[src/rtl/rv64g_l2_dir_update_if.sv]
// Request, response and directory-array signals of the L2 directory update engine.
// The slave modport is the engine's view; the master modport is the requester/array side.
interface rv64g_l2_dir_update_if #(
    parameter int SETS  = 256,
    parameter int WAYS  = 16,
    parameter int CORES = 4
);
    localparam int SW = $clog2(SETS);
    localparam int WW = $clog2(WAYS);
    localparam int CW = $clog2(CORES);

    logic                           req_valid_i;
    logic                           req_ready_o;
    logic [2:0]                     req_op_i;
    logic [SW-1:0]                  req_set_i;
    logic [WW-1:0]                  req_way_i;
    logic [CW-1:0]                  req_core_i;

    logic [SW-1:0]                  dir_rd_set_o;
    logic [WAYS-1:0]                dir_rd_valid_i;
    logic [WAYS-1:0][CORES-1:0]     dir_rd_sharers_i;
    logic [WAYS-1:0]                dir_rd_owner_valid_i;
    logic [WAYS-1:0][CW-1:0]        dir_rd_owner_id_i;
    logic [WAYS-1:0]                dir_rd_dirty_i;

    logic                           dir_we_o;
    logic [SW-1:0]                  dir_wr_set_o;
    logic [WW-1:0]                  dir_wr_way_o;
    logic                           dir_wr_valid_o;
    logic [CORES-1:0]               dir_wr_sharers_o;
    logic                           dir_wr_owner_valid_o;
    logic [CW-1:0]                  dir_wr_owner_id_o;
    logic                           dir_wr_dirty_o;

    logic                           rsp_valid_o;
    logic                           rsp_ready_i;
    logic                           rsp_err_o;
    logic                           rsp_prev_valid_o;
    logic [CORES-1:0]               rsp_prev_sharers_o;
    logic                           rsp_prev_owner_valid_o;
    logic [CW-1:0]                  rsp_prev_owner_id_o;
    logic                           rsp_prev_dirty_o;

    modport slave (
        input  req_valid_i, req_op_i, req_set_i, req_way_i, req_core_i,
        output req_ready_o,
        output dir_rd_set_o,
        input  dir_rd_valid_i, dir_rd_sharers_i, dir_rd_owner_valid_i, dir_rd_owner_id_i,
        input  dir_rd_dirty_i,
        output dir_we_o, dir_wr_set_o, dir_wr_way_o, dir_wr_valid_o, dir_wr_sharers_o,
        output dir_wr_owner_valid_o, dir_wr_owner_id_o, dir_wr_dirty_o,
        output rsp_valid_o, rsp_err_o, rsp_prev_valid_o, rsp_prev_sharers_o,
        output rsp_prev_owner_valid_o, rsp_prev_owner_id_o, rsp_prev_dirty_o,
        input  rsp_ready_i
    );

    modport master (
        output req_valid_i, req_op_i, req_set_i, req_way_i, req_core_i,
        input  req_ready_o,
        input  dir_rd_set_o,
        output dir_rd_valid_i, dir_rd_sharers_i, dir_rd_owner_valid_i, dir_rd_owner_id_i,
        output dir_rd_dirty_i,
        input  dir_we_o, dir_wr_set_o, dir_wr_way_o, dir_wr_valid_o, dir_wr_sharers_o,
        input  dir_wr_owner_valid_o, dir_wr_owner_id_o, dir_wr_dirty_o,
        input  rsp_valid_o, rsp_err_o, rsp_prev_valid_o, rsp_prev_sharers_o,
        input  rsp_prev_owner_valid_o, rsp_prev_owner_id_o, rsp_prev_dirty_o,
        output rsp_ready_i
    );
endinterface

[src/rtl/rv64g_l2_dir_update.sv]
// Read-modify-write engine for the L2 coherence directory: zero sweep after reset, then one update at a time.
// Optional statistics counters are enabled by defining L2_DIR_STATS_EN.
module rv64g_l2_dir_update #(
    parameter int SETS  = 256,
    parameter int WAYS  = 16,
    parameter int CORES = 4
) (
    input  logic                     clk,
    input  logic                     rst_n,
    rv64g_l2_dir_update_if.slave     bus,
    output logic                     init_done_o,
    output logic [31:0]              stat_updates_o,
    output logic [31:0]              stat_errs_o
);
    localparam int SW = $clog2(SETS);
    localparam int WW = $clog2(WAYS);
    localparam int CW = $clog2(CORES);
    localparam int IW = SW + WW;
    localparam logic [IW-1:0] INIT_LAST = IW'(SETS * WAYS - 1);

    typedef enum logic [2:0] {ST_INIT, ST_IDLE, ST_READ, ST_WRITE, ST_RESP} state_e;
    typedef enum logic [2:0] {
        OP_ALLOC, OP_ADD_SHARER, OP_SET_OWNER, OP_MARK_DIRTY,
        OP_DOWNGRADE, OP_REMOVE_CORE, OP_INVALIDATE, OP_LOOKUP
    } op_e;
    typedef struct packed {
        logic             valid;
        logic [CORES-1:0] sharers;
        logic             owner_valid;
        logic [CW-1:0]    owner_id;
        logic             dirty;
    } entry_t;

    state_e         state_q, state_d;
    logic [IW-1:0]  init_cnt_q, init_cnt_d;
    op_e            op_q, op_d;
    logic [SW-1:0]  set_q, set_d;
    logic [WW-1:0]  way_q, way_d;
    logic [CW-1:0]  core_q, core_d;
    entry_t         prev_q, prev_d;
    entry_t         new_entry, wr_entry;
    logic           err, no_write;
    logic [CORES-1:0] core_oh, owner_oh;

    // The directory array itself has no reset; the INIT sweep is what clears it.
    // NOTE: state flops use non-blocking assignments so every flop samples pre-edge values.
    always_ff @(posedge clk or negedge rst_n) begin
        if (!rst_n) begin
            state_q    <= ST_INIT;
            init_cnt_q <= '0;
            op_q       <= OP_ALLOC;
            set_q      <= '0;
            way_q      <= '0;
            core_q     <= '0;
            prev_q     <= '0;
        end else begin
            state_q    <= state_d;
            init_cnt_q <= init_cnt_d;
            op_q       <= op_d;
            set_q      <= set_d;
            way_q      <= way_d;
            core_q     <= core_d;
            prev_q     <= prev_d;
        end
    end

    // Recompute the entry from the registered previous value.
    always_comb begin
        // NOTE: every combinational output gets a default first so no latch is inferred.
        core_oh            = '0;
        core_oh[core_q]    = 1'b1;
        owner_oh           = '0;
        owner_oh[prev_q.owner_id] = 1'b1;
        new_entry          = prev_q;
        err                = 1'b0;
        no_write           = 1'b0;
        case (op_q)
            OP_ALLOC: begin
                new_entry       = '0;
                new_entry.valid = 1'b1;
            end
            OP_ADD_SHARER: begin
                new_entry         = '0;
                new_entry.valid   = 1'b1;
                new_entry.sharers = prev_q.sharers | core_oh;
            end
            OP_SET_OWNER: begin
                new_entry             = '0;
                new_entry.valid       = 1'b1;
                new_entry.owner_valid = 1'b1;
                new_entry.owner_id    = core_q;
            end
            OP_MARK_DIRTY: begin
                err             = !(prev_q.valid && prev_q.owner_valid && prev_q.owner_id == core_q);
                new_entry.dirty = 1'b1;
            end
            OP_DOWNGRADE: begin
                err                   = !prev_q.owner_valid;
                new_entry.sharers     = owner_oh;
                new_entry.owner_valid = 1'b0;
                new_entry.owner_id    = '0;
                new_entry.dirty       = 1'b0;
            end
            OP_REMOVE_CORE: begin
                new_entry.sharers = prev_q.sharers & ~core_oh;
                if (prev_q.owner_valid && prev_q.owner_id == core_q) begin
                    new_entry.owner_valid = 1'b0;
                    new_entry.owner_id    = '0;
                    new_entry.dirty       = 1'b0;
                end
            end
            OP_INVALIDATE: new_entry = '0;
            default:       no_write  = 1'b1;
        endcase
    end

    always_comb begin
        state_d          = state_q;
        init_cnt_d       = init_cnt_q;
        op_d             = op_q;
        set_d            = set_q;
        way_d            = way_q;
        core_d           = core_q;
        prev_d           = prev_q;
        bus.req_ready_o  = 1'b0;
        bus.rsp_valid_o  = 1'b0;
        bus.dir_we_o     = 1'b0;
        case (state_q)
            ST_INIT: begin
                bus.dir_we_o = 1'b1;
                init_cnt_d   = init_cnt_q + 1'b1;
                if (init_cnt_q == INIT_LAST) state_d = ST_IDLE;
            end
            ST_IDLE: begin
                bus.req_ready_o = 1'b1;
                if (bus.req_valid_i) begin
                    op_d    = op_e'(bus.req_op_i);
                    set_d   = bus.req_set_i;
                    way_d   = bus.req_way_i;
                    core_d  = bus.req_core_i;
                    state_d = ST_READ;
                end
            end
            ST_READ: begin
                prev_d.valid       = bus.dir_rd_valid_i[way_q];
                prev_d.sharers     = bus.dir_rd_sharers_i[way_q];
                prev_d.owner_valid = bus.dir_rd_owner_valid_i[way_q];
                prev_d.owner_id    = bus.dir_rd_owner_id_i[way_q];
                prev_d.dirty       = bus.dir_rd_dirty_i[way_q];
                state_d            = ST_WRITE;
            end
            ST_WRITE: begin
                bus.dir_we_o = !(err || no_write);
                state_d      = ST_RESP;
            end
            ST_RESP: begin
                bus.rsp_valid_o = 1'b1;
                if (bus.rsp_ready_i) state_d = ST_IDLE;
            end
            default: state_d = ST_INIT;
        endcase
    end

    assign wr_entry                 = (state_q == ST_INIT) ? '0 : new_entry;
    assign bus.dir_rd_set_o         = set_q;
    assign bus.dir_wr_set_o         = (state_q == ST_INIT) ? init_cnt_q[IW-1:WW] : set_q;
    assign bus.dir_wr_way_o         = (state_q == ST_INIT) ? init_cnt_q[WW-1:0] : way_q;
    assign bus.dir_wr_valid_o       = wr_entry.valid;
    assign bus.dir_wr_sharers_o     = wr_entry.sharers;
    assign bus.dir_wr_owner_valid_o = wr_entry.owner_valid;
    assign bus.dir_wr_owner_id_o    = wr_entry.owner_id;
    assign bus.dir_wr_dirty_o       = wr_entry.dirty;

    assign bus.rsp_err_o              = bus.rsp_valid_o && err;
    assign bus.rsp_prev_valid_o       = prev_q.valid;
    assign bus.rsp_prev_sharers_o     = prev_q.sharers;
    assign bus.rsp_prev_owner_valid_o = prev_q.owner_valid;
    assign bus.rsp_prev_owner_id_o    = prev_q.owner_id;
    assign bus.rsp_prev_dirty_o       = prev_q.dirty;
    assign init_done_o                = (state_q != ST_INIT);

`ifdef L2_DIR_STATS_EN
    logic [31:0] stat_upd_q, stat_upd_d, stat_err_q, stat_err_d;

    always_comb begin
        stat_upd_d = stat_upd_q;
        stat_err_d = stat_err_q;
        if (bus.dir_we_o && state_q != ST_INIT && stat_upd_q != '1)
            stat_upd_d = stat_upd_q + 1'b1;
        if (bus.rsp_err_o && bus.rsp_ready_i && stat_err_q != '1)
            stat_err_d = stat_err_q + 1'b1;
    end

    always_ff @(posedge clk or negedge rst_n) begin
        if (!rst_n) begin
            stat_upd_q <= '0;
            stat_err_q <= '0;
        end else begin
            stat_upd_q <= stat_upd_d;
            stat_err_q <= stat_err_d;
        end
    end

    assign stat_updates_o = stat_upd_q;
    assign stat_errs_o    = stat_err_q;
`else
    assign stat_updates_o = '0;
    assign stat_errs_o    = '0;
`endif
endmodule
[src/flat_wrapper.sv]
// flat-port wrapper written by rule: the top's interface ports become plain ports
module rv64g_l2_dir_update_flat 
#(
    parameter int SETS  = 256,
    parameter int WAYS  = 16,
    parameter int CORES = 4
)
  (clk, rst_n, init_done_o, stat_updates_o, stat_errs_o, bus_req_valid_i, bus_req_op_i, bus_req_set_i, bus_req_way_i, bus_req_core_i, bus_req_ready_o, bus_dir_rd_set_o, bus_dir_rd_valid_i, bus_dir_rd_sharers_i, bus_dir_rd_owner_valid_i, bus_dir_rd_owner_id_i, bus_dir_rd_dirty_i, bus_dir_we_o, bus_dir_wr_set_o, bus_dir_wr_way_o, bus_dir_wr_valid_o, bus_dir_wr_sharers_o, bus_dir_wr_owner_valid_o, bus_dir_wr_owner_id_o, bus_dir_wr_dirty_o, bus_rsp_valid_o, bus_rsp_err_o, bus_rsp_prev_valid_o, bus_rsp_prev_sharers_o, bus_rsp_prev_owner_valid_o, bus_rsp_prev_owner_id_o, bus_rsp_prev_dirty_o, bus_rsp_ready_i);
  rv64g_l2_dir_update_if #(.SETS(SETS), .WAYS(WAYS), .CORES(CORES)) bus_i ();
  input  logic clk;
  input  logic rst_n;
  output logic init_done_o;
  output logic [31:0] stat_updates_o;
  output logic [31:0] stat_errs_o;
  input wire logic [$bits(bus_i.req_valid_i)-1:0] bus_req_valid_i;
  input wire logic [$bits(bus_i.req_op_i)-1:0] bus_req_op_i;
  input wire logic [$bits(bus_i.req_set_i)-1:0] bus_req_set_i;
  input wire logic [$bits(bus_i.req_way_i)-1:0] bus_req_way_i;
  input wire logic [$bits(bus_i.req_core_i)-1:0] bus_req_core_i;
  output wire logic [$bits(bus_i.req_ready_o)-1:0] bus_req_ready_o;
  output wire logic [$bits(bus_i.dir_rd_set_o)-1:0] bus_dir_rd_set_o;
  input wire logic [$bits(bus_i.dir_rd_valid_i)-1:0] bus_dir_rd_valid_i;
  input wire logic [$bits(bus_i.dir_rd_sharers_i)-1:0] bus_dir_rd_sharers_i;
  input wire logic [$bits(bus_i.dir_rd_owner_valid_i)-1:0] bus_dir_rd_owner_valid_i;
  input wire logic [$bits(bus_i.dir_rd_owner_id_i)-1:0] bus_dir_rd_owner_id_i;
  input wire logic [$bits(bus_i.dir_rd_dirty_i)-1:0] bus_dir_rd_dirty_i;
  output wire logic [$bits(bus_i.dir_we_o)-1:0] bus_dir_we_o;
  output wire logic [$bits(bus_i.dir_wr_set_o)-1:0] bus_dir_wr_set_o;
  output wire logic [$bits(bus_i.dir_wr_way_o)-1:0] bus_dir_wr_way_o;
  output wire logic [$bits(bus_i.dir_wr_valid_o)-1:0] bus_dir_wr_valid_o;
  output wire logic [$bits(bus_i.dir_wr_sharers_o)-1:0] bus_dir_wr_sharers_o;
  output wire logic [$bits(bus_i.dir_wr_owner_valid_o)-1:0] bus_dir_wr_owner_valid_o;
  output wire logic [$bits(bus_i.dir_wr_owner_id_o)-1:0] bus_dir_wr_owner_id_o;
  output wire logic [$bits(bus_i.dir_wr_dirty_o)-1:0] bus_dir_wr_dirty_o;
  output wire logic [$bits(bus_i.rsp_valid_o)-1:0] bus_rsp_valid_o;
  output wire logic [$bits(bus_i.rsp_err_o)-1:0] bus_rsp_err_o;
  output wire logic [$bits(bus_i.rsp_prev_valid_o)-1:0] bus_rsp_prev_valid_o;
  output wire logic [$bits(bus_i.rsp_prev_sharers_o)-1:0] bus_rsp_prev_sharers_o;
  output wire logic [$bits(bus_i.rsp_prev_owner_valid_o)-1:0] bus_rsp_prev_owner_valid_o;
  output wire logic [$bits(bus_i.rsp_prev_owner_id_o)-1:0] bus_rsp_prev_owner_id_o;
  output wire logic [$bits(bus_i.rsp_prev_dirty_o)-1:0] bus_rsp_prev_dirty_o;
  input wire logic [$bits(bus_i.rsp_ready_i)-1:0] bus_rsp_ready_i;
  assign bus_i.req_valid_i = bus_req_valid_i;
  assign bus_i.req_op_i = bus_req_op_i;
  assign bus_i.req_set_i = bus_req_set_i;
  assign bus_i.req_way_i = bus_req_way_i;
  assign bus_i.req_core_i = bus_req_core_i;
  assign bus_req_ready_o = bus_i.req_ready_o;
  assign bus_dir_rd_set_o = bus_i.dir_rd_set_o;
  assign bus_i.dir_rd_valid_i = bus_dir_rd_valid_i;
  assign bus_i.dir_rd_sharers_i = bus_dir_rd_sharers_i;
  assign bus_i.dir_rd_owner_valid_i = bus_dir_rd_owner_valid_i;
  assign bus_i.dir_rd_owner_id_i = bus_dir_rd_owner_id_i;
  assign bus_i.dir_rd_dirty_i = bus_dir_rd_dirty_i;
  assign bus_dir_we_o = bus_i.dir_we_o;
  assign bus_dir_wr_set_o = bus_i.dir_wr_set_o;
  assign bus_dir_wr_way_o = bus_i.dir_wr_way_o;
  assign bus_dir_wr_valid_o = bus_i.dir_wr_valid_o;
  assign bus_dir_wr_sharers_o = bus_i.dir_wr_sharers_o;
  assign bus_dir_wr_owner_valid_o = bus_i.dir_wr_owner_valid_o;
  assign bus_dir_wr_owner_id_o = bus_i.dir_wr_owner_id_o;
  assign bus_dir_wr_dirty_o = bus_i.dir_wr_dirty_o;
  assign bus_rsp_valid_o = bus_i.rsp_valid_o;
  assign bus_rsp_err_o = bus_i.rsp_err_o;
  assign bus_rsp_prev_valid_o = bus_i.rsp_prev_valid_o;
  assign bus_rsp_prev_sharers_o = bus_i.rsp_prev_sharers_o;
  assign bus_rsp_prev_owner_valid_o = bus_i.rsp_prev_owner_valid_o;
  assign bus_rsp_prev_owner_id_o = bus_i.rsp_prev_owner_id_o;
  assign bus_rsp_prev_dirty_o = bus_i.rsp_prev_dirty_o;
  assign bus_i.rsp_ready_i = bus_rsp_ready_i;
  rv64g_l2_dir_update #(.SETS(SETS), .WAYS(WAYS), .CORES(CORES)) u_core (.clk(clk), .rst_n(rst_n), .bus(bus_i), .init_done_o(init_done_o), .stat_updates_o(stat_updates_o), .stat_errs_o(stat_errs_o));
endmodule
[config.mk]
export PLATFORM = sky130hd
export DESIGN_NAME = rv64g_l2_dir_update_flat
export DESIGN_NICKNAME = d
export VERILOG_FILES = /design/src/rtl/rv64g_l2_dir_update_if.sv /design/src/rtl/rv64g_l2_dir_update.sv /design/src/flat_wrapper.sv
export SDC_FILE = /design/constraint.sdc
export NUM_CORES = 1
export LEC_CHECK = 0
export ABC_AREA = 1
export CAP_MARGIN = 0
export CORE_MARGIN = 2
export CORE_UTILIZATION = 33
export DETAILED_ROUTE_END_ITERATION = 16
export HOLD_SLACK_MARGIN = 0.12
export PLACE_DENSITY = 0.78
export SLEW_MARGIN = 0
export SYNTH_ARGS = -nofsm -noshare
export SYNTH_HDL_FRONTEND = slang
export SYNTH_SLANG_ARGS = --single-unit
[constraint.sdc]
create_clock -name clk -period 1.59 [get_ports clk]
set_clock_uncertainty 0.1 [all_clocks]
set_input_delay 0.3975 -clock clk [delete_from_list [all_inputs] [get_ports clk]]
set_output_delay 0.3975 -clock clk [all_outputs]
set_load 0.02 [all_outputs]
==> impl_metrics.env <==
export IMPL_status="finished with violations"
export IMPL_violations="negative setup slack"
export IMPL_cp_max_fo=6
export IMPL_grt_busiest_layer="met2"
export IMPL_numCtsBuffers=5
export IMPL_r2r_setup_slack_ns=-0.32
export IMPL_syn_mean_instance_area_um2=6.16
export IMPL_ys_top_cells_by_area="dfrtp_1 25%, nand2_1 24%, nand3_1 15%"
export IMPL_drive_gt1_share_pct=39.8
export IMPL_die_h_um=115
export IMPL_async_flop_share_pct=100
export IMPL_grtUsageMet2_pct=45.6
export IMPL_finalSetupViolCount=46
export IMPL_yosys_top_cells_count="267 x nand2_1, 120 x nand3_1, 73 x buf_4"
export IMPL_drtIter0Drc=350
export IMPL_drt_total_wl_um=18700
export IMPL_hpwl_um=11900
export IMPL_core_area_um2=12100
export IMPL_syn_to_final_growth_pct=106
export IMPL_grt_ovfl_total=0
export IMPL_ir_drop_uv=1220
export IMPL_fin_util_pct=70.1
export IMPL_drtPass1Iterations=5
export IMPL_synth_top_area_share_pct=25.0
export IMPL_place_gp_congestion=0.900
export IMPL_cts_sinks=41
export IMPL_hold_start="u_core.init_cnt_q[10]$_DFFE_PN0N_"
export IMPL_cap_violations=0
export IMPL_cp_required_ns=1.09
export IMPL_final_antenna_net_count=0
export IMPL_via_per_inst=4.72
export IMPL_clk_path_buf_depth=2
export IMPL_finalHoldViolations=0
export IMPL_fmax_ghz=0.492
export IMPL_gr_usage_met1_pct=30.9
export IMPL_portBuffers=207
export IMPL_initial_core_util_pct=34.0
export IMPL_synth_seq_cells=41
export IMPL_arrival_ns=1.54
export IMPL_power_total_w=0.0165
export IMPL_drc=0
export IMPL_clock_latency_ns=0.28
export IMPL_grt_pass1_vias=5157
export IMPL_regToRegStartpoint="u_core.state_q[0]$_DFFE_PN0P_"
export IMPL_endpoint_kind="output port"
export IMPL_antennaDiodeCount=0
export IMPL_rows=40
export IMPL_synthFlopType="dfrtp_1"
export IMPL_syn_area_um2=4100
export IMPL_finalWorstSetupSlack_ns=-0.443
export IMPL_power_leakage_nw=4.03
export IMPL_rsz0062_at_grt="yes"
export IMPL_antenna_found_initial=0
export IMPL_min_path_cells=1
export IMPL_nets=1134
export IMPL_timing_rr_end="u_core.init_cnt_q[7]$_DFFE_PN0N_"
export IMPL_min_period_over_period_pct=128
export IMPL_h_tree_depth=2
export IMPL_r2r_cells=9
export IMPL_syn_inst=666
export IMPL_post_route_min_period_ns=2.03
export IMPL_grt_max_degree=42
export IMPL_min_to="u_core.init_cnt_q[10]$_DFFE_PN0N_"
export IMPL_ys_seq_area_share_pct=25.0
export IMPL_worst_setup_path_type="reg -> out"
export IMPL_clockRootBuffer="clkbuf_16"
export IMPL_ys_warn_count=0
export IMPL_hold_path_class="reg -> reg"
export IMPL_synth_edf_count=0
export IMPL_slew_violations=0
export IMPL_yosysUniqueCellTypes=31
export IMPL_startpoint_type="flop"
export IMPL_die_w_um=115
export IMPL_cts_tree="built"
export IMPL_pre_cts_slack_ns=-0.626
export IMPL_vias=5363
export IMPL_path_clk_slew_ns=0.06
export IMPL_grtUsageTotal_pct=25.1
export IMPL_synth_most_common_cell="nand2_1"
export IMPL_grt_pass1_wl_um=26000
export IMPL_detail_route_wl_per_cell_um=16.4
export IMPL_powerDensity_nw_per_um2=1950
export IMPL_use_met3_pct=3.87
export IMPL_yosysTopAreaCell="dfrtp_1"
export IMPL_ioPinCount=272
export IMPL_dieArea_um2=13300
worst max-delay path, cell delays in order (launching register included):
cell,delay [ns]
dfrtp_1,0.41
buf_4,0.18
nor2_1,0.14
a21oi_1,0.09
o21ai_1,0.14
a31oi_2,0.13
buf_4,0.17
report_power, final:
part,total (W),switching (W),internal [W]
Sequential,0.00193,0.000435,0.00149
Combinational,0.0134,0.00710,0.00628
Clock,0.00115,0.000413,0.000739
sequential cells by signal (all words and copies together) (netlist names):
signal / count
u_core.bus.rsp_prev_owner_valid_o: 1
u_core.bus.rsp_prev_dirty_o: 1
u_core.core_q: 2
u_core.state_q: 3
u_core.bus.rsp_prev_sharers_o: 4
u_core.op_q: 3
u_core.bus.rsp_prev_valid_o: 1
u_core.init_cnt_q: 12
u_core.way_q: 4
u_core.bus.rsp_prev_owner_id_o: 2
u_core.bus.dir_rd_set_o: 8
cell type report:
type	count	area (µm²)
well taps	168	210
clock inverters	2	35.0
clock buffers	6	129
inverters	31	151
fillers	958	3600
flip-flops and latches	41	1030
multi-input cells	554	3440
repair buffers	334	3450
repair inverters	1	11.3
placed cells by master, fill, tap and decap left out, types with 4 or more instances in the layout:
master	instances
a21oi_1	5
a21oi_2	10
buf_12	8
buf_16	7
buf_2	10
buf_4	80
buf_6	49
buf_8	4
clkbuf_16	11
clkbuf_2	4
clkdlybuf4s50_1	163
conb_1	64
dfrtp_1	34
dfrtp_2	7
inv_1	17
inv_2	10
mux2_2	5
mux2_4	4
nand2_1	197
nand2_2	47
nand2_4	21
nand3_1	74
nand3_2	44
nor2_1	7
nor2_2	11
nor2_4	12
nor3_4	5
o21ai_2	4
o21ai_4	9
xor2_1	8
logic make-up after synthesis:
family / Yosys count / share of synthesized area, %
and+or+nand+nor: 430 / 44.2
buffers and inverters: 134 / 20.0
DFF: 41 / 25.0
AOI/OAI and AO/OA: 39 / 5.19
xor gates and xnor gates: 11 / 2.35
muxes: 9 / 2.84
adders and majority gates: 1 / 0.305
other: 1 / 0.0915
through the flow:
stage	instances	cell area [µm²]	hold slack, ns	setup TNS, ns
5_1_grt	1137	8460	0.446	-14.72
3_5_place_dp	1092	6900	0.289	-17.04
3_3_place_gp	1092	6900	0.287	-15.82
2_1_floorplan	729	4590	0.00191	-0.933
4_1_cts	1122	7720	0.429	-11.12
6_report	1137	8460	0.433	-11.92
worst max-delay path by stage:
stage	startpoint	to	slack, ns	depth (start not counted)
after detailed placement	u_core.op_q[0]$_DFFE_PN0P_	bus_dir_wr_dirty_o	-0.63	9
after global placement	u_core.op_q[0]$_DFFE_PN0P_	bus_dir_wr_dirty_o	-0.60	9
after CTS	u_core.op_q[0]$_DFFE_PN0P_	bus_dir_wr_owner_id_o[0]	-0.44	9
after global routing	u_core.core_q[0]$_DFFE_PN0P_	bus_dir_wr_sharers_o[0]	-0.53	6
final	u_core.core_q[0]$_DFFE_PN0P_	bus_dir_wr_sharers_o[0]	-0.44	6
after floorplan	u_core.op_q[0]$_DFFE_PN0P_	bus_dir_wr_owner_valid_o	-0.1	8
per-layer routing:
| layer | share of wire [%] | wire, µm |
|---|---|---|
| met1 | 40 | 7510 |
| met2 | 52 | 9770 |
| met3 | 5.5 | 1030 |
| met4 | 1.8 | 342 |
| met5 | 0 | 0 |
what timing repair did:
item | CTS | global route
hold buffers | 1 | 0
hold endpoints to repair | 41 | 0
setup endpoints to repair | 68 | 77
pin swaps | 23 | 56
gates resized for setup | 313 | 156
buffers inserted | 16 | 11
cloned | 7 | 7
No activity file was read; power rests on OpenSTA's default activity.
